==> src/rtl/pwm_peripheral.sv <==
`default_nettype none
// +--------------------------------------------------------------------------+
// | pwm_peripheral                                                           |
// | Drives 16 user outputs: static high or one shared double-buffered PWM.   |
// | Revision: 1.0                                                            |
// +--------------------------------------------------------------------------+
module pwm_peripheral #(
  parameter int unsigned CLK_DIV = 3000
) (
  input  logic        clk,
  input  logic        rst_n,
  input  logic [15:0] en_out,
  input  logic [15:0] pwm_mode,
  input  logic [7:0]  duty,
  output logic [15:0] out,
  output logic        period_start
);

  localparam logic [15:0] C_PRE_LAST = 16'(CLK_DIV - 1);

  logic [15:0] pre_cnt_q, pre_cnt_d;
  logic [7:0]  pwm_cnt_q, pwm_cnt_d;
  logic [7:0]  duty_sh_q, duty_sh_d;
  logic [15:0] out_q, out_d;
  logic        period_start_q;

  logic        tick;
  logic        wrap;
  logic        pwm_raw;

  assign tick = (pre_cnt_q == C_PRE_LAST);
  assign wrap = tick && (pwm_cnt_q == 8'hFF);

  // Full-scale duty is forced high so 0xFF means "always on", not 255/256.
  assign pwm_raw = (duty_sh_q == 8'hFF) || (pwm_cnt_q < duty_sh_q);

  always_comb begin
    pre_cnt_d = pre_cnt_q + 16'd1;
    pwm_cnt_d = pwm_cnt_q;
    duty_sh_d = duty_sh_q;
    if (tick) begin
      pre_cnt_d = 16'd0;
      pwm_cnt_d = pwm_cnt_q + 8'd1;
    end
    if (wrap) begin
      duty_sh_d = duty;
    end
    out_d = en_out & (~pwm_mode | {16{pwm_raw}});
  end

  always_ff @(posedge clk or negedge rst_n) begin
    if (!rst_n) begin
      pre_cnt_q      <= 16'd0;
      pwm_cnt_q      <= 8'd0;
      duty_sh_q      <= 8'd0;
      out_q          <= 16'h0000;
      period_start_q <= 1'b0;
    end else begin
      pre_cnt_q      <= pre_cnt_d;
      pwm_cnt_q      <= pwm_cnt_d;
      duty_sh_q      <= duty_sh_d;
      out_q          <= out_d;
      period_start_q <= wrap;
    end
  end

  assign out          = out_q;
  assign period_start = period_start_q;

endmodule
`default_nettype wire

==> config.mk <==
export PLATFORM = sky130hd
export DESIGN_NAME = pwm_peripheral
export DESIGN_NICKNAME = d
export VERILOG_FILES = /design/src/rtl/pwm_peripheral.sv
export SDC_FILE = /design/constraint.sdc
export NUM_CORES = 1
export LEC_CHECK = 0
export BUFFER_PORTS_ARGS = -buffer_cell sky130_fd_sc_hd__buf_2
export CAP_MARGIN = 10
export CORE_MARGIN = 2
export CORE_UTILIZATION = 47
export CTS_BUF_LIST = sky130_fd_sc_hd__clkbuf_4 sky130_fd_sc_hd__clkbuf_8 sky130_fd_sc_hd__clkbuf_16
export CTS_CLUSTER_SIZE = 14
export DETAILED_ROUTE_END_ITERATION = 16
export PLACE_DENSITY = 0.81
export SYNTH_ARGS = -nofsm -noshare
export SYNTH_HDL_FRONTEND = slang
export SYNTH_SLANG_ARGS = --single-unit
export TNS_END_PERCENT = 20
==> constraint.sdc <==
create_clock -name clk -period 1.9 [get_ports clk]
set_clock_uncertainty 0.1 [all_clocks]
set_input_delay 0.38 -clock clk [delete_from_list [all_inputs] [get_ports clk]]
set_output_delay 0.38 -clock clk [all_outputs]
set_load 0.05 [all_outputs]
-- After elaboration in Yosys (flattened, before gate mapping)
Cells that the tools add are included.
Widths: inputs -> output; s select.
- flip-flop bits (word level): 49
- output and inout bits: 17
- logic and storage cells: 17
- $add $sub $neg: 2
- magnitude comparators: 1
- equality and inequality tests: 3
- mux-type cells: 1
- bitwise logic cells: 3
- reductions and logical operators: 2
- operator list (operator ; number):
    $add 16x1->16 const B ; 1
    $and 16x16->16 ; 1
    $eq 16x12->1 const B ; 1
    $eq 8x8->1 const B ; 2
    $mux 16 ; 1
    $not 16->16 ; 1
    $or 16x16->16 ; 1
    $add 8x1->8 const B ; 1
    $lt 8x8->1 ; 1
    $logic_and 1x1->1 ; 1
    $logic_or 1x1->1 ; 1

-- Longest topological paths before layout
Gate-level depths: netlist (run 1).
- depth in word-level cells: 4
- gate-level depth with buffers: 7
- depth with buffers taken out: 6

-- Worst setup path before layout (run 1)
Ideal clock, no wire load.
- path kind: reg2reg
- start point: reg pwm_cnt_q[5]
- end point: reg out_q[10], in the netlist out[10]
- library setup time: 0.135 ns
- data arrival time: 1.677 ns
- required time: 1.665 ns
- slack: -0.012 ns
- cell stages (with the launch flop): 7
- buffers on the path: 1
- cell sequence: dfrtp_1 ha_1 and4_1 o21ai_0 o32ai_2 clkbuf_1 a21boi_0
- longest elaborated chain between the ends: 4
- ends and longest elaborated chain (what ; line ; text):
    start, declared ; 22 ; logic [7:0] pwm_cnt_q, pwm_cnt_d;
    start signal, assigned ; 60 ; pwm_cnt_q <= pwm_cnt_d;
    $lt 8x8->1 ; 35 ; assign pwm_raw = (duty_sh_q == 8'hFF) || (pwm_cnt_q < duty_sh_q);
    $logic_or 1x1->1 ; 35 ;
    $or 16x16->16 ; 48 ; out_d = en_out & (~pwm_mode | {16{pwm_raw}});
    $and 16x16->16 ; 48 ;
    named net out_d[10] ; 24 ; logic [15:0] out_q, out_d;
    end signal, assigned ; 62 ; out_q <= out_d;
    end, declared ; 24 ;
The timed path passes the listed nets, and every way through them passes these cells.
A chain may end at the register's enable or synchronous reset.

-- Worst setup path after layout (run 1)
- start point: reg duty_sh_q[6]
- end point: reg out_q[12], in the netlist out[12]
- longest elaborated chain between the ends: 4
- elaborated cells on any way between the ends: 5
- ends and longest elaborated chain (what ; line ; text):
    start, declared ; 23 ; logic [7:0] duty_sh_q, duty_sh_d;
    start signal, assigned ; 61 ; duty_sh_q <= duty_sh_d;
    $lt 8x8->1 / $eq 8x8->1 (equally long branches) ; 35 ;
    $logic_or 1x1->1 (*) ; 35 ;
    $or 16x16->16 (*) ; 48 ;
    $and 16x16->16 (*) ; 48 ;
    named net out_d[12] ; 24 ;
The timed path passes the listed nets; every way through them passes the cells marked *.

==> flow_summary.html, run 1 <==
<table>
<tr><th>Metric</th><th>Value</th></tr>
<tr><th colspan="2">Cells and area</th></tr>
<tr><td>Fraction of layout cells with a size suffix above 1</td><td>40.4%</td></tr>
<tr><td>Number of filler instances in the final layout</td><td>355</td></tr>
<tr><td>ANT cells</td><td>0</td></tr>
<tr><td>Final-stage net count</td><td>325</td></tr>
<tr><td>Post-route design area</td><td>0.00297 mm^2</td></tr>
<tr><td>Post-synthesis to final-layout area growth</td><td>30.6%</td></tr>
<tr><th colspan="2">Synth</th></tr>
<tr><td>Mean post-synth cell area</td><td>11.9 um^2</td></tr>
<tr><td>Gate count of the mapped netlist</td><td>191</td></tr>
<tr><td>Most frequently used flop master after synthesis</td><td>sky130_fd_sc_hd__dfrtp_1</td></tr>
<tr><td>Number of warnings printed during yosys synthesis</td><td>0</td></tr>
<tr><td>Total nets after synthesis</td><td>242</td></tr>
<tr><td>Area of the mapped netlist</td><td>0.00227 mm^2</td></tr>
<tr><td>Leading area contributor after synthesis</td><td>sky130_fd_sc_hd__dfrtp_1</td></tr>
<tr><td>Async SR Flop Fraction</td><td>100%</td></tr>
<tr><td>#FFs+latches synth</td><td>49</td></tr>
<tr><td>Number of different library cells in the post-synthesis netlist</td><td>37</td></tr>
<tr><td>Leading cell types by total area after synthesis</td><td>sky130_fd_sc_hd__dfrtp_1, sky130_fd_sc_hd__a21boi_0, sky130_fd_sc_hd__xor2_1</td></tr>
<tr><td>Portion of the post-synthesis area used by sequential elements</td><td>53.9%</td></tr>
<tr><td>Number of enable flip-flop cells after synthesis</td><td>0</td></tr>
<tr><td>Synth top area share</td><td>53.9%</td></tr>
<tr><th colspan="2">Timing</th></tr>
<tr><td>RSZ-0062 raised after global routing</td><td>true</td></tr>
<tr><td>Number of hold violations in the final report</td><td>0</td></tr>
<tr><td>Tightest slew margin relative to the limit</td><td>64.8%</td></tr>
<tr><td>Final Setup Violations</td><td>0</td></tr>
<tr><td>Final Critical Period</td><td>1.83 ns</td></tr>
<tr><td>Hold slack</td><td>0.129 ns</td></tr>
<tr><td>Peak clock frequency supported by timing</td><td>0.547 GHz</td></tr>
<tr><td>Total count of max-transition violations in the final report</td><td>0</td></tr>
<tr><td>Setup Total Neg Slack</td><td>0 ns</td></tr>
<tr><td>Crit share post-route</td><td>96.2%</td></tr>
<tr><td>Slew @ Worst Pin</td><td>0.527 ns</td></tr>
<tr><td>Final setup margin</td><td>0.0726 ns</td></tr>
<tr><th colspan="2">Worst hold path</th></tr>
<tr><td>Worst min path class</td><td>in -&gt; reg</td></tr>
<tr><td>Worst hold path endpoint</td><td>out[4]</td></tr>
<tr><td>Hold-critical path depth</td><td>2</td></tr>
<tr><td>Worst Min Path Start</td><td>pwm_mode[4]</td></tr>
<tr><th colspan="2">Floorplan</th></tr>
<tr><td>Core region area</td><td>0.00469 mm^2</td></tr>
<tr><td>I/O pin total</td><td>59</td></tr>
<tr><td>Starting utilization of the core area</td><td>48.5%</td></tr>
<tr><td>Num rows</td><td>25</td></tr>
<tr><td>Die Span Y</td><td>73.6 um</td></tr>
<tr><td>Die X</td><td>73.6 um</td></tr>
<tr><td>Die outline area</td><td>0.00541 mm^2</td></tr>
<tr><th colspan="2">Pwr</th></tr>
<tr><td>Pwr Density</td><td>688 mW/mm^2</td></tr>
<tr><td>VDD IR-drop max</td><td>0.713 mV</td></tr>
<tr><td>Total power after layout</td><td>2040 uW</td></tr>
<tr><td>Leakage power figure</td><td>0.00146 uW</td></tr>
<tr><th colspan="2">Setup path</th></tr>
<tr><td>Required time worst endpoint</td><td>1.99 ns</td></tr>
<tr><td>Launch instance of the worst register-to-register path</td><td>duty_sh_q[6]</td></tr>
<tr><td>Delay-heaviest family, CP</td><td>compound AO/OA/AOI/OAI gates</td></tr>
<tr><td>Levels on crit path</td><td>7</td></tr>
<tr><td>Setup crit end kind</td><td>flip-flop</td></tr>
<tr><td>Class of the most critical setup path</td><td>reg -&gt; reg</td></tr>
<tr><td>Register-to-register setup slack</td><td>0.07 ns</td></tr>
<tr><td>Delay of the slowest cell on the worst path</td><td>0.40 ns</td></tr>
<tr><td>Worst EP arrival</td><td>1.92 ns</td></tr>
<tr><td>Logic depth of the worst register-to-register path</td><td>7</td></tr>
<tr><td>Cell chain of the critical path</td><td>inv_2 -&gt; ha_4 -&gt; and4_1 -&gt; o21ai_2 -&gt; o32ai_4 -&gt; buf_6 -&gt; a21boi_0</td></tr>
<tr><td>Critical path's slowest cell</td><td>sky130_fd_sc_hd__dfrtp_1</td></tr>
<tr><td>Largest driver fanout on the critical path</td><td>8</td></tr>
<tr><td>Reg-to-Reg End</td><td>out[12]</td></tr>
<tr><td>Critical path launch point type</td><td>flip-flop</td></tr>
<tr><td>Number of buffers and inverters on the critical path</td><td>2</td></tr>
<tr><th colspan="2">Detailed routing</th></tr>
<tr><td>Via total after detailed routing</td><td>1792</td></tr>
<tr><td>DRC violations left</td><td>0</td></tr>
<tr><td>Sum of routed wire length over all layers</td><td>4840 um</td></tr>
<tr><td>Vias per cell</td><td>5.45</td></tr>
<tr><td>Post-DRT Antenna Nets</td><td>0</td></tr>
<tr><td>Count of routing violations after the opening detailed-route iteration</td><td>67</td></tr>
<tr><td>Wire per inst</td><td>14.7 um</td></tr>
<tr><td>First-pass iteration count of the detailed router</td><td>4</td></tr>
<tr><th colspan="2">Clocking</th></tr>
<tr><td>Post-CTS clock slew at the launch and capture registers of the worst setup and hold paths</td><td>0.09 ns</td></tr>
<tr><td>Cell at the root of the clock tree</td><td>sky130_fd_sc_hd__clkbuf_8</td></tr>
<tr><td>Latest clock arrival within the worst-skew pair</td><td>0.31 ns</td></tr>
<tr><td>Maximum buffer depth of the clock tree</td><td>2</td></tr>
<tr><td>Number of buffers added by the clock tree synthesis step</td><td>5</td></tr>
<tr><td>Clock tree from TritonCTS</td><td>done</td></tr>
<tr><td>Number of H-tree levels</td><td>2</td></tr>
<tr><td>Number of sinks handled by clock tree synthesis</td><td>49</td></tr>
<tr><th colspan="2">Placed design</th></tr>
<tr><td># port buffers</td><td>58</td></tr>
<tr><td>Placed wire-length estimate after detailed placement</td><td>3470 um</td></tr>
<tr><td>Worst slack at placement</td><td>0.0210 ns</td></tr>
<tr><td>DP Area</td><td>0.00276 mm^2</td></tr>
<tr><td>Placer congestion estimate</td><td>0.865</td></tr>
<tr><th colspan="2">Status</th></tr>
<tr><td>Outcome</td><td>complete, no violations</td></tr>
<tr><th colspan="2">Global route</th></tr>
<tr><td>Antenna violations before repair</td><td>0</td></tr>
<tr><td>Global-route wire length before repair</td><td>7760 um</td></tr>
<tr><td>Pin count of the biggest net entering global routing</td><td>29</td></tr>
<tr><td>Number of global-route vias before repair</td><td>1769</td></tr>
<tr><td>Total Routing Usage GR</td><td>19.0%</td></tr>
<tr><td>Leftover overflow at the end of global routing</td><td>0</td></tr>
<tr><th colspan="2">Flow run</th></tr>
<tr><td>Max capacitance violation total</td><td>0</td></tr>
</table>
kinds of logic (layout without fill, tap and decap cells):
| group | after synthesis | count (layout) | share of synthesized area [%] |
|---|---|---|---|
| flip-flops | 49 | 49 | 53.9 |
| buffers and inverters | 10 | 94 | 1.71 |
| AND/OR/NAND/NOR | 70 | 70 | 18.6 |
| multiplexers | 9 | 9 | 4.46 |
| adder cells (fa/ha/maj) | 9 | 9 | 4.95 |
| AO/OA/AOI/OAI | 24 | 24 | 8.64 |
| XOR/XNOR | 20 | 20 | 7.71 |
layout by cell type (no fill, tap or decap), drive strengths merged, types with 2 or more instances in the layout:
cell	count
nand3	14
ha	9
mux2	9
nor4	5
nand2b	2
nor4b	2
inv	8
dfrtp	49
buf	77
nor2	16
nor3	4
and4	2
xnor2	7
a21boi	16
nand4	11
nand2	9
clkbuf	6
and3	2
xor2	13
cell usage after synthesis (all sizes together) (4+ instances only):
library cell and instances:
mux2 9, xor2 13, nor2 16, nor4 5
xnor2 7, ha 9, dfrtp 49, inv 8
nor3 4, nand4 11, a21boi 16, nand2 9
nand3 14
state kept, by name (all words and copies together) (netlist names):
signal / cells
out: 16
period_start: 1
duty_sh_q: 8
pre_cnt_q: 16
pwm_cnt_q: 8
report_power, final:
part | internal [uW] | switching (uW) | leakage [uW]
clock network | 410 | 359 | 0.0000588
logic | 73.9 | 121 | 0.000783
registers | 1070 | 10.8 | 0.000615
total | 1550 | 491 | 0.00146
through the flow:
stage | util (%) | cells
5_1_grt | 63.3 | 329
3_5_place_dp | 58.7 | 317
3_3_place_gp | 58.7 | 317
2_1_floorplan | - | 191
4_1_cts | 61.4 | 326
6_report | 63.3 | 329
timing repair:
| item | 4_1_cts | 5_1_grt |
|---|---|---|
| endpoints found under the setup margin | 0 | 25 |
| resized for setup | 0 | 15 |
| endpoints found under the hold margin | 21 | 0 |
| hold buffers | 1 | 0 |
| buffers inserted | 0 | 2 |
layout make-up:
cell class | instances | area, um^2 | share of cell area [%]
Clock buffer | 6 | 76.3 | 2.57
Clock inverter | 2 | 38.8 | 1.31
Inverter | 8 | 30.0 | 1.01
Multi-Input combinational cell | 132 | 1070 | 35.9
Sequential cell | 49 | 1230 | 41.3
Tap cell | 54 | 67.6 | 2.28
Timing Repair Buffer | 78 | 463 | 15.6
per-layer routing:
| layer | share of wire, % | wire length, um | GRT usage [%] |
|---|---|---|---|
| met1 | 41 | 1980 | 24.3 |
| met2 | 49 | 2360 | 28.9 |
| met3 | 6.6 | 317 | 6.04 |
| met4 | 3.8 | 184 | 9.90 |
| met5 | 0 | 0 | 0 |
worst max-delay path by stage:
| stage | from | to | slack [ns] |
|---|---|---|---|
| 2_1_floorplan | pwm_cnt_q[5] | out[10] | 0.04 |
| 3_3_place_gp | duty_sh_q[6] | out[8] | 0.11 |
| 3_5_place_dp | duty_sh_q[7] | out[11] | 0.02 |
| 4_1_cts | duty_sh_q[7] | out[11] | 0.02 |
| 5_1_grt | duty_sh_q[6] | out[1] | -0.04 |
| 6_report | duty_sh_q[6] | out[12] | 0.07 |
No activity file was read; power rests on OpenSTA's default activity.
==> run 2: changes to the inputs <==
- CTS_BUF_LIST: sky130_fd_sc_hd__clkbuf_4 sky130_fd_sc_hd__clkbuf_8 sky130_fd_sc_hd__clkbuf_16 -> sky130_fd_sc_hd__clkbuf_16
==> run 2 against run 1 <==
  * Cell area up 1.7%
  * Sequential power about the same
  * First-iteration DRC count down 18%
  * Worst setup slack worse by 0.0050 ns
  * Power up 11%
  * Largest cell class unchanged
==> flow_summary.html, run 2 (same netlist as run 1, synthesis figures left out) <==
<table>
<tr><th>Metric</th><th>Value</th></tr>
<tr><th colspan="2">Clocking</th></tr>
<tr><td>Latest clock arrival within the worst-skew pair</td><td>0.28 ns</td></tr>
<tr><td>Maximum buffer depth of the clock tree</td><td>2</td></tr>
<tr><td>Number of sinks handled by clock tree synthesis</td><td>49</td></tr>
<tr><td>Number of buffers added by the clock tree synthesis step</td><td>5</td></tr>
<tr><td>Clock tree from TritonCTS</td><td>done</td></tr>
<tr><td>Number of H-tree levels</td><td>2</td></tr>
<tr><td>Post-CTS clock slew at the launch and capture registers of the worst setup and hold paths</td><td>0.06 ns</td></tr>
<tr><td>Cell at the root of the clock tree</td><td>sky130_fd_sc_hd__clkbuf_16</td></tr>
<tr><th colspan="2">Setup path</th></tr>
<tr><td>Worst EP arrival</td><td>1.90 ns</td></tr>
<tr><td>Critical path's slowest cell</td><td>sky130_fd_sc_hd__dfrtp_1</td></tr>
<tr><td>Setup crit end kind</td><td>flip-flop</td></tr>
<tr><td>Class of the most critical setup path</td><td>reg -&gt; reg</td></tr>
<tr><td>Delay of the slowest cell on the worst path</td><td>0.40 ns</td></tr>
<tr><td>Levels on crit path</td><td>5</td></tr>
<tr><td>Reg-to-Reg End</td><td>duty_sh_q[7]</td></tr>
<tr><td>Launch instance of the worst register-to-register path</td><td>pre_cnt_q[1]</td></tr>
<tr><td>Number of buffers and inverters on the critical path</td><td>0</td></tr>
<tr><td>Largest driver fanout on the critical path</td><td>8</td></tr>
<tr><td>Delay-heaviest family, CP</td><td>simple AND/OR/NAND/NOR gates</td></tr>
<tr><td>Cell chain of the critical path</td><td>ha_1 -&gt; nand3_4 -&gt; nor4_2 -&gt; nand2_2 -&gt; mux2_2</td></tr>
<tr><td>Logic depth of the worst register-to-register path</td><td>5</td></tr>
<tr><td>Required time worst endpoint</td><td>1.97 ns</td></tr>
<tr><td>Register-to-register setup slack</td><td>0.07 ns</td></tr>
<tr><td>Critical path launch point type</td><td>flip-flop</td></tr>
<tr><th colspan="2">Pwr</th></tr>
<tr><td>Combinational group share of total power</td><td>8.7%</td></tr>
<tr><td>Leakage power figure</td><td>0.00148 uW</td></tr>
<tr><td>Switching part of the total power</td><td>22.2%</td></tr>
<tr><td>Pwr Density</td><td>749 mW/mm^2</td></tr>
<tr><td>Pint</td><td>1760 uW</td></tr>
<tr><td>Clock group share of total power</td><td>43.6%</td></tr>
<tr><td>VDD IR-drop max</td><td>0.736 mV</td></tr>
<tr><td>Total net switching power</td><td>502 uW</td></tr>
<tr><td>Part of the power in registers</td><td>47.7%</td></tr>
<tr><th colspan="2">Worst hold path</th></tr>
<tr><td>Worst min path class</td><td>in -&gt; reg</td></tr>
<tr><td>Worst Min Path Start</td><td>pwm_mode[15]</td></tr>
<tr><td>Worst hold path endpoint</td><td>out[15]</td></tr>
<tr><td>Hold-critical path depth</td><td>2</td></tr>
<tr><th colspan="2">Floorplan</th></tr>
<tr><td>Die Span Y</td><td>73.6 um</td></tr>
<tr><td>Num rows</td><td>25</td></tr>
<tr><td>I/O pin total</td><td>59</td></tr>
<tr><td>Die outline area</td><td>0.00541 mm^2</td></tr>
<tr><td>Core region area</td><td>0.00469 mm^2</td></tr>
<tr><td>Die X</td><td>73.6 um</td></tr>
<tr><td>Starting utilization of the core area</td><td>48.5%</td></tr>
<tr><th colspan="2">Cells and area</th></tr>
<tr><td>Number of filler instances in the final layout</td><td>341</td></tr>
<tr><td>Final-stage net count</td><td>325</td></tr>
<tr><td>Final non-filler cell total</td><td>329</td></tr>
<tr><td>Core utilization of the finished layout</td><td>64.3%</td></tr>
<tr><td>ANT cells</td><td>0</td></tr>
<tr><td>Most common cell after layout, fill and taps aside</td><td>sky130_fd_sc_hd__buf_2</td></tr>
<tr><td>Commonest non-fill, non-tap cells in the layout</td><td>sky130_fd_sc_hd__buf_2, sky130_fd_sc_hd__dfrtp_1, sky130_fd_sc_hd__buf_4</td></tr>
<tr><td>Post-route design area</td><td>0.00302 mm^2</td></tr>
<tr><td>Fraction of layout cells with a size suffix above 1</td><td>39.6%</td></tr>
<tr><td>Post-synthesis to final-layout area growth</td><td>32.8%</td></tr>
<tr><th colspan="2">Timing</th></tr>
<tr><td>Crit share post-route</td><td>96.4%</td></tr>
<tr><td>Final Critical Period</td><td>1.83 ns</td></tr>
<tr><td>Hold slack</td><td>0.161 ns</td></tr>
<tr><td>Total count of max-transition violations in the final report</td><td>0</td></tr>
<tr><td>Slew @ Worst Pin</td><td>0.527 ns</td></tr>
<tr><td>Number of hold violations in the final report</td><td>0</td></tr>
<tr><td>Setup Total Neg Slack</td><td>0 ns</td></tr>
<tr><td>Final Setup Violations</td><td>0</td></tr>
<tr><td>Peak clock frequency supported by timing</td><td>0.546 GHz</td></tr>
<tr><td>Tightest slew margin relative to the limit</td><td>64.9%</td></tr>
<tr><td>RSZ-0062 raised after global routing</td><td>true</td></tr>
<tr><th colspan="2">Placed design</th></tr>
<tr><td>Placer congestion estimate</td><td>0.865</td></tr>
<tr><td># port buffers</td><td>58</td></tr>
<tr><td>DP Cell Count</td><td>317</td></tr>
<tr><td>Placed wire-length estimate after detailed placement</td><td>3470 um</td></tr>
<tr><td>DP Area</td><td>0.00276 mm^2</td></tr>
<tr><th colspan="2">Detailed routing</th></tr>
<tr><td>Via total after detailed routing</td><td>1757</td></tr>
<tr><td>Count of routing violations after the opening detailed-route iteration</td><td>55</td></tr>
<tr><td>Post-DRT Antenna Nets</td><td>0</td></tr>
<tr><td>Vias per cell</td><td>5.34</td></tr>
<tr><td>First-pass iteration count of the detailed router</td><td>4</td></tr>
<tr><td>Sum of routed wire length over all layers</td><td>4860 um</td></tr>
<tr><td>Wire per inst</td><td>14.8 um</td></tr>
<tr><td>DRC violations left</td><td>0</td></tr>
<tr><th colspan="2">Status</th></tr>
<tr><td>Outcome</td><td>complete, no violations</td></tr>
<tr><th colspan="2">Flow run</th></tr>
<tr><td>Max capacitance violation total</td><td>0</td></tr>
<tr><th colspan="2">Global route</th></tr>
<tr><td>Global-route wire length before repair</td><td>7750 um</td></tr>
<tr><td>Pin count of the biggest net entering global routing</td><td>29</td></tr>
<tr><td>Number of global-route vias before repair</td><td>1744</td></tr>
<tr><td>Leftover overflow at the end of global routing</td><td>0</td></tr>
<tr><td>Total Routing Usage GR</td><td>19.0%</td></tr>
<tr><td>Antenna violations before repair</td><td>0</td></tr>
</table>
run 2: cell types whose count changed in the layout (fill, tap and decap cells not counted):
| cell | before | now |
|---|---|---|
| sky130_fd_sc_hd__clkbuf_16 | 0 | 5 |
| sky130_fd_sc_hd__inv_1 | 7 | 8 |
| sky130_fd_sc_hd__a21boi_1 | 3 | 2 |
| sky130_fd_sc_hd__clkbuf_4 | 1 | 0 |
| sky130_fd_sc_hd__clkbuf_8 | 5 | 0 |
| sky130_fd_sc_hd__ha_2 | 1 | 0 |
| sky130_fd_sc_hd__ha_1 | 6 | 7 |
| sky130_fd_sc_hd__a21boi_0 | 13 | 14 |
run 2: per-stage QoR:
| stage | setup slack (ns) | total power (uW) |
|---|---|---|
| 2_1_floorplan | 0.0404 | 1190 |
| 3_3_place_gp | 0.114 | 1280 |
| 3_5_place_dp | 0.0210 | 1280 |
| 4_1_cts | 0.0243 | 2270 |
| 5_1_grt | -0.0259 | 2350 |
| 6_report | 0.0676 | 2260 |
run 2: repair_timing:
item                                   in CTS  in global routing
buffers inserted                            0                  2
hold buffers                                1                  0
resized for setup                           0                 14
setup endpoints to repair                   0                 16
endpoints found under the hold margin      21                  0
run 2: power by group through the flow:
stage	Sequential, uW	Clock (uW)	Combinational [uW]
floorplan	1160	0	31.3
CTS	1080	1000	187
detailed placement	1100	0	185
global route	1080	1050	213
finish	1080	986	196
global placement	1100	0	181
run 2: cell type report:
| class | count | area [um^2] | share of cell area, % |
|---|---|---|---|
| Clock inverter | 3 | 42.5 | 1.41 |
| Sequential cell | 49 | 1230 | 40.6 |
| Clock buffer | 5 | 125 | 4.14 |
| Timing Repair Buffer | 78 | 463 | 15.3 |
| Inverter | 8 | 30.0 | 0.995 |
| Tap cell | 54 | 67.6 | 2.24 |
| Multi-Input combinational cell | 132 | 1060 | 35.3 |
run 2: worst register-to-register path: stages, from the launching register on:
cell and delay, ns:
sky130_fd_sc_hd__dfrtp_1 0.40, sky130_fd_sc_hd__ha_1 0.28, sky130_fd_sc_hd__nand3_4 0.10, sky130_fd_sc_hd__nor4_2 0.32, sky130_fd_sc_hd__nand2_2 0.20, sky130_fd_sc_hd__mux2_2 0.31
run 2: worst max path at each step:
stage,from,endpoint
2_1_floorplan,pwm_cnt_q[5],out[10]
3_3_place_gp,duty_sh_q[6],out[8]
3_5_place_dp,duty_sh_q[7],out[11]
4_1_cts,duty_sh_q[7],out[11]
5_1_grt,duty_sh_q[6],out[3]
6_report,pre_cnt_q[1],duty_sh_q[7]
run 2: layer usage:
metal	global-route usage, %	up-vias	routed length, um
li1	-	852	-
met1	24.6	827	2050
met2	29.3	66	2380
met3	6.04	12	303
met4	8.48	0	129
met5	0	-	0
==> run 3: changes to the inputs <==
- CORE_UTILIZATION: 47 -> 50
- PLACE_DENSITY: 0.81 -> 0.82
- clock period: 1.9 -> 2.2 ns (I/O delays scaled with it)
==> run 3 against run 2 <==
  * First-iteration DRC count rose by 53%
  * Hold slack got worse by 0.018 ns
  * Critical path depth grew 1
  * Critical path type unchanged
  * Largest cell class unchanged
==> flow_summary.html, run 3 (same netlist as run 1, synthesis figures left out) <==
<table>
<tr><th>Metric</th><th>Value</th></tr>
<tr><th colspan="2">Global route</th></tr>
<tr><td>Busiest layer in global routing</td><td>met2</td></tr>
<tr><td>Number of global-route vias before repair</td><td>1694</td></tr>
<tr><td>Pin count of the biggest net entering global routing</td><td>50</td></tr>
<tr><td>Global-route wire length before repair</td><td>7380 um</td></tr>
<tr><td>Global Route met3 Usage</td><td>5.77%</td></tr>
<tr><td>Antenna violations before repair</td><td>0</td></tr>
<tr><td>Met2 Usage GRT</td><td>30.0%</td></tr>
<tr><td>Leftover overflow at the end of global routing</td><td>0</td></tr>
<tr><td>Met1 GRT Util</td><td>23.5%</td></tr>
<tr><td>Total Routing Usage GR</td><td>18.6%</td></tr>
<tr><th colspan="2">Setup path</th></tr>
<tr><td>Worst EP arrival</td><td>1.96 ns</td></tr>
<tr><td>Reg-to-Reg End</td><td>out[0]</td></tr>
<tr><td>Logic depth of the worst register-to-register path</td><td>6</td></tr>
<tr><td>Setup crit end kind</td><td>flip-flop</td></tr>
<tr><td>Class of the most critical setup path</td><td>reg -&gt; reg</td></tr>
<tr><td>Launch instance of the worst register-to-register path</td><td>pwm_cnt_q[5]</td></tr>
<tr><td>Cell chain of the critical path</td><td>ha_1 -&gt; and4_1 -&gt; o21ai_0 -&gt; o32ai_2 -&gt; buf_4 -&gt; a21boi_0</td></tr>
<tr><td>Delay of the slowest cell on the worst path</td><td>0.43 ns</td></tr>
<tr><td>Largest driver fanout on the critical path</td><td>16</td></tr>
<tr><td>Register-to-register setup slack</td><td>0.30 ns</td></tr>
<tr><td>Critical path's slowest cell</td><td>sky130_fd_sc_hd__dfrtp_1</td></tr>
<tr><td>Critical path launch point type</td><td>flip-flop</td></tr>
<tr><td>Required time worst endpoint</td><td>2.26 ns</td></tr>
<tr><td>Number of buffers and inverters on the critical path</td><td>1</td></tr>
<tr><td>Delay-heaviest family, CP</td><td>compound AO/OA/AOI/OAI gates</td></tr>
<tr><th colspan="2">Pwr</th></tr>
<tr><td>Total net switching power</td><td>430 uW</td></tr>
<tr><td>Pint</td><td>1510 uW</td></tr>
<tr><td>VDD IR-drop max</td><td>0.417 mV</td></tr>
<tr><td>Part of the power in registers</td><td>48.1%</td></tr>
<tr><td>Clock group share of total power</td><td>44.1%</td></tr>
<tr><td>Pwr Density</td><td>689 mW/mm^2</td></tr>
<tr><td>Leakage power figure</td><td>0.00139 uW</td></tr>
<tr><td>Combinational group share of total power</td><td>7.9%</td></tr>
<tr><td>Switching part of the total power</td><td>22.2%</td></tr>
<tr><th colspan="2">Clocking</th></tr>
<tr><td>Post-CTS clock slew at the launch and capture registers of the worst setup and hold paths</td><td>0.06 ns</td></tr>
<tr><td>Number of buffers added by the clock tree synthesis step</td><td>5</td></tr>
<tr><td>Number of buffers inserted for hold repair after clock tree synthesis</td><td>0</td></tr>
<tr><td>Gates resized, CTS repair</td><td>0</td></tr>
<tr><td>Number of sinks handled by clock tree synthesis</td><td>49</td></tr>
<tr><td>Post-CTS setup repair buffer count</td><td>0</td></tr>
<tr><td>Clock tree from TritonCTS</td><td>done</td></tr>
<tr><td>Latest clock arrival within the worst-skew pair</td><td>0.29 ns</td></tr>
<tr><td>Maximum buffer depth of the clock tree</td><td>2</td></tr>
<tr><td>Cell at the root of the clock tree</td><td>sky130_fd_sc_hd__clkbuf_16</td></tr>
<tr><td>Number of H-tree levels</td><td>2</td></tr>
<tr><th colspan="2">Cells and area</th></tr>
<tr><td>Commonest non-fill, non-tap cells in the layout</td><td>sky130_fd_sc_hd__buf_2, sky130_fd_sc_hd__dfrtp_1, sky130_fd_sc_hd__a21boi_0</td></tr>
<tr><td>ANT cells</td><td>0</td></tr>
<tr><td>Core utilization of the finished layout</td><td>64.7%</td></tr>
<tr><td>Post-synthesis to final-layout area growth</td><td>23.9%</td></tr>
<tr><td>Final non-filler cell total</td><td>311</td></tr>
<tr><td>Most common cell after layout, fill and taps aside</td><td>sky130_fd_sc_hd__buf_2</td></tr>
<tr><td>Fraction of layout cells with a size suffix above 1</td><td>34.4%</td></tr>
<tr><td>Final-stage net count</td><td>309</td></tr>
<tr><th colspan="2">Timing</th></tr>
<tr><td>Total count of max-transition violations in the final report</td><td>0</td></tr>
<tr><td>RSZ-0062 raised after global routing</td><td>false</td></tr>
<tr><td>Slew @ Worst Pin</td><td>0.592 ns</td></tr>
<tr><td>Crit share post-route</td><td>86.3%</td></tr>
<tr><td>Final Setup Violations</td><td>0</td></tr>
<tr><td>Hold slack</td><td>0.143 ns</td></tr>
<tr><td>Tightest slew margin relative to the limit</td><td>60.6%</td></tr>
<tr><td>Number of hold violations in the final report</td><td>0</td></tr>
<tr><td>Setup Total Neg Slack</td><td>0 ns</td></tr>
<tr><td>Final Critical Period</td><td>1.90 ns</td></tr>
<tr><td>Peak clock frequency supported by timing</td><td>0.526 GHz</td></tr>
<tr><th colspan="2">Detailed routing</th></tr>
<tr><td>First-pass iteration count of the detailed router</td><td>4</td></tr>
<tr><td>Count of routing violations after the opening detailed-route iteration</td><td>84</td></tr>
<tr><td>Sum of routed wire length over all layers</td><td>4260 um</td></tr>
<tr><td>Wire per inst</td><td>13.7 um</td></tr>
<tr><td>Post-DRT Antenna Nets</td><td>0</td></tr>
<tr><td>Via total after detailed routing</td><td>1657</td></tr>
<tr><td>Vias per cell</td><td>5.33</td></tr>
<tr><td>DRC violations left</td><td>0</td></tr>
<tr><th colspan="2">Floorplan</th></tr>
<tr><td>Die outline area</td><td>0.00510 mm^2</td></tr>
<tr><td>Die Span Y</td><td>71.4 um</td></tr>
<tr><td>Die X</td><td>71.4 um</td></tr>
<tr><td>Core region area</td><td>0.00435 mm^2</td></tr>
<tr><td>Starting utilization of the core area</td><td>52.2%</td></tr>
<tr><td>Num rows</td><td>24</td></tr>
<tr><td>I/O pin total</td><td>59</td></tr>
<tr><th colspan="2">Flow run</th></tr>
<tr><td>Max capacitance violation total</td><td>0</td></tr>
<tr><th colspan="2">Status</th></tr>
<tr><td>Outcome</td><td>complete, no violations</td></tr>
<tr><th colspan="2">Placed design</th></tr>
<tr><td># port buffers</td><td>58</td></tr>
<tr><td>Placed wire-length estimate after detailed placement</td><td>3100 um</td></tr>
<tr><td>DP Cell Count</td><td>303</td></tr>
<tr><td>Placer congestion estimate</td><td>0.829</td></tr>
<tr><th colspan="2">Worst hold path</th></tr>
<tr><td>Worst min path class</td><td>in -&gt; async</td></tr>
</table>
run 3: cell types whose count changed in the layout (fill, tap and decap cells not counted), moves of 2 or more:
cell	before	now
sky130_fd_sc_hd__ha_1	7	9
sky130_fd_sc_hd__a21boi_1	2	0
sky130_fd_sc_hd__buf_6	2	0
sky130_fd_sc_hd__ha_4	2	0
sky130_fd_sc_hd__buf_4	16	4
sky130_fd_sc_hd__a21boi_0	14	16
run 3: worst reg2reg max path: stages (launching register included):
cell and delay, ns:
sky130_fd_sc_hd__dfrtp_1 0.43, sky130_fd_sc_hd__ha_1 0.32, sky130_fd_sc_hd__and4_1 0.19, sky130_fd_sc_hd__o21ai_0 0.11
sky130_fd_sc_hd__o32ai_2 0.28, sky130_fd_sc_hd__buf_4 0.23, sky130_fd_sc_hd__a21boi_0 0.12
run 3: per-stage QoR:
step / worst slack, ns / cell area [um^2] / total power [uW]
3_3_place_gp: 0.371 / 2650 / 1100
2_1_floorplan: 0.288 / 2270 / 1030
6_report: 0.301 / 2820 / 1940
5_1_grt: 0.160 / 2820 / 2010
3_5_place_dp: 0.328 / 2650 / 1110
4_1_cts: 0.304 / 2820 / 1960
run 3: power groups by stage:
| stage | sequential, uW | clock [uW] | combinational [uW] |
|---|---|---|---|
| 2_1_floorplan | 1000 | 0 | 27.0 |
| 3_5_place_dp | 950 | 0 | 156 |
| 3_3_place_gp | 949 | 0 | 152 |
| 6_report | 933 | 856 | 153 |
| 4_1_cts | 933 | 875 | 156 |
| 5_1_grt | 935 | 908 | 168 |
run 3: worst max path at each step:
stage,startpoint,to,slack (ns),cells after the start
6_report,pwm_cnt_q[5],out[0],0.30,6
5_1_grt,pre_cnt_q[0],duty_sh_q[1],0.16,5
4_1_cts,duty_sh_q[6],out[8],0.30,7
3_5_place_dp,pwm_cnt_q[7],out[2],0.33,6
3_3_place_gp,pre_cnt_q[0],duty_sh_q[2],0.37,5
2_1_floorplan,pwm_cnt_q[5],out[10],0.29,6
run 3: layout make-up:
class,instances,area (um^2)
fillers,321,1540
flip-flops and latches,49,1230
multi-input cells,132,1010
repair buffers,62,320
clock buffers,5,125
well taps,52,65.1
clock inverters,3,42.5
inverters,8,30.0
run 3: metal layers:
| layer | up-vias | share of wire [%] |
|---|---|---|
| met5 | - | 0 |
| li1 | 814 | - |
| met1 | 769 | 45 |
| met3 | 9 | 6.8 |
| met2 | 65 | 47 |
| met4 | 0 | 2.0 |
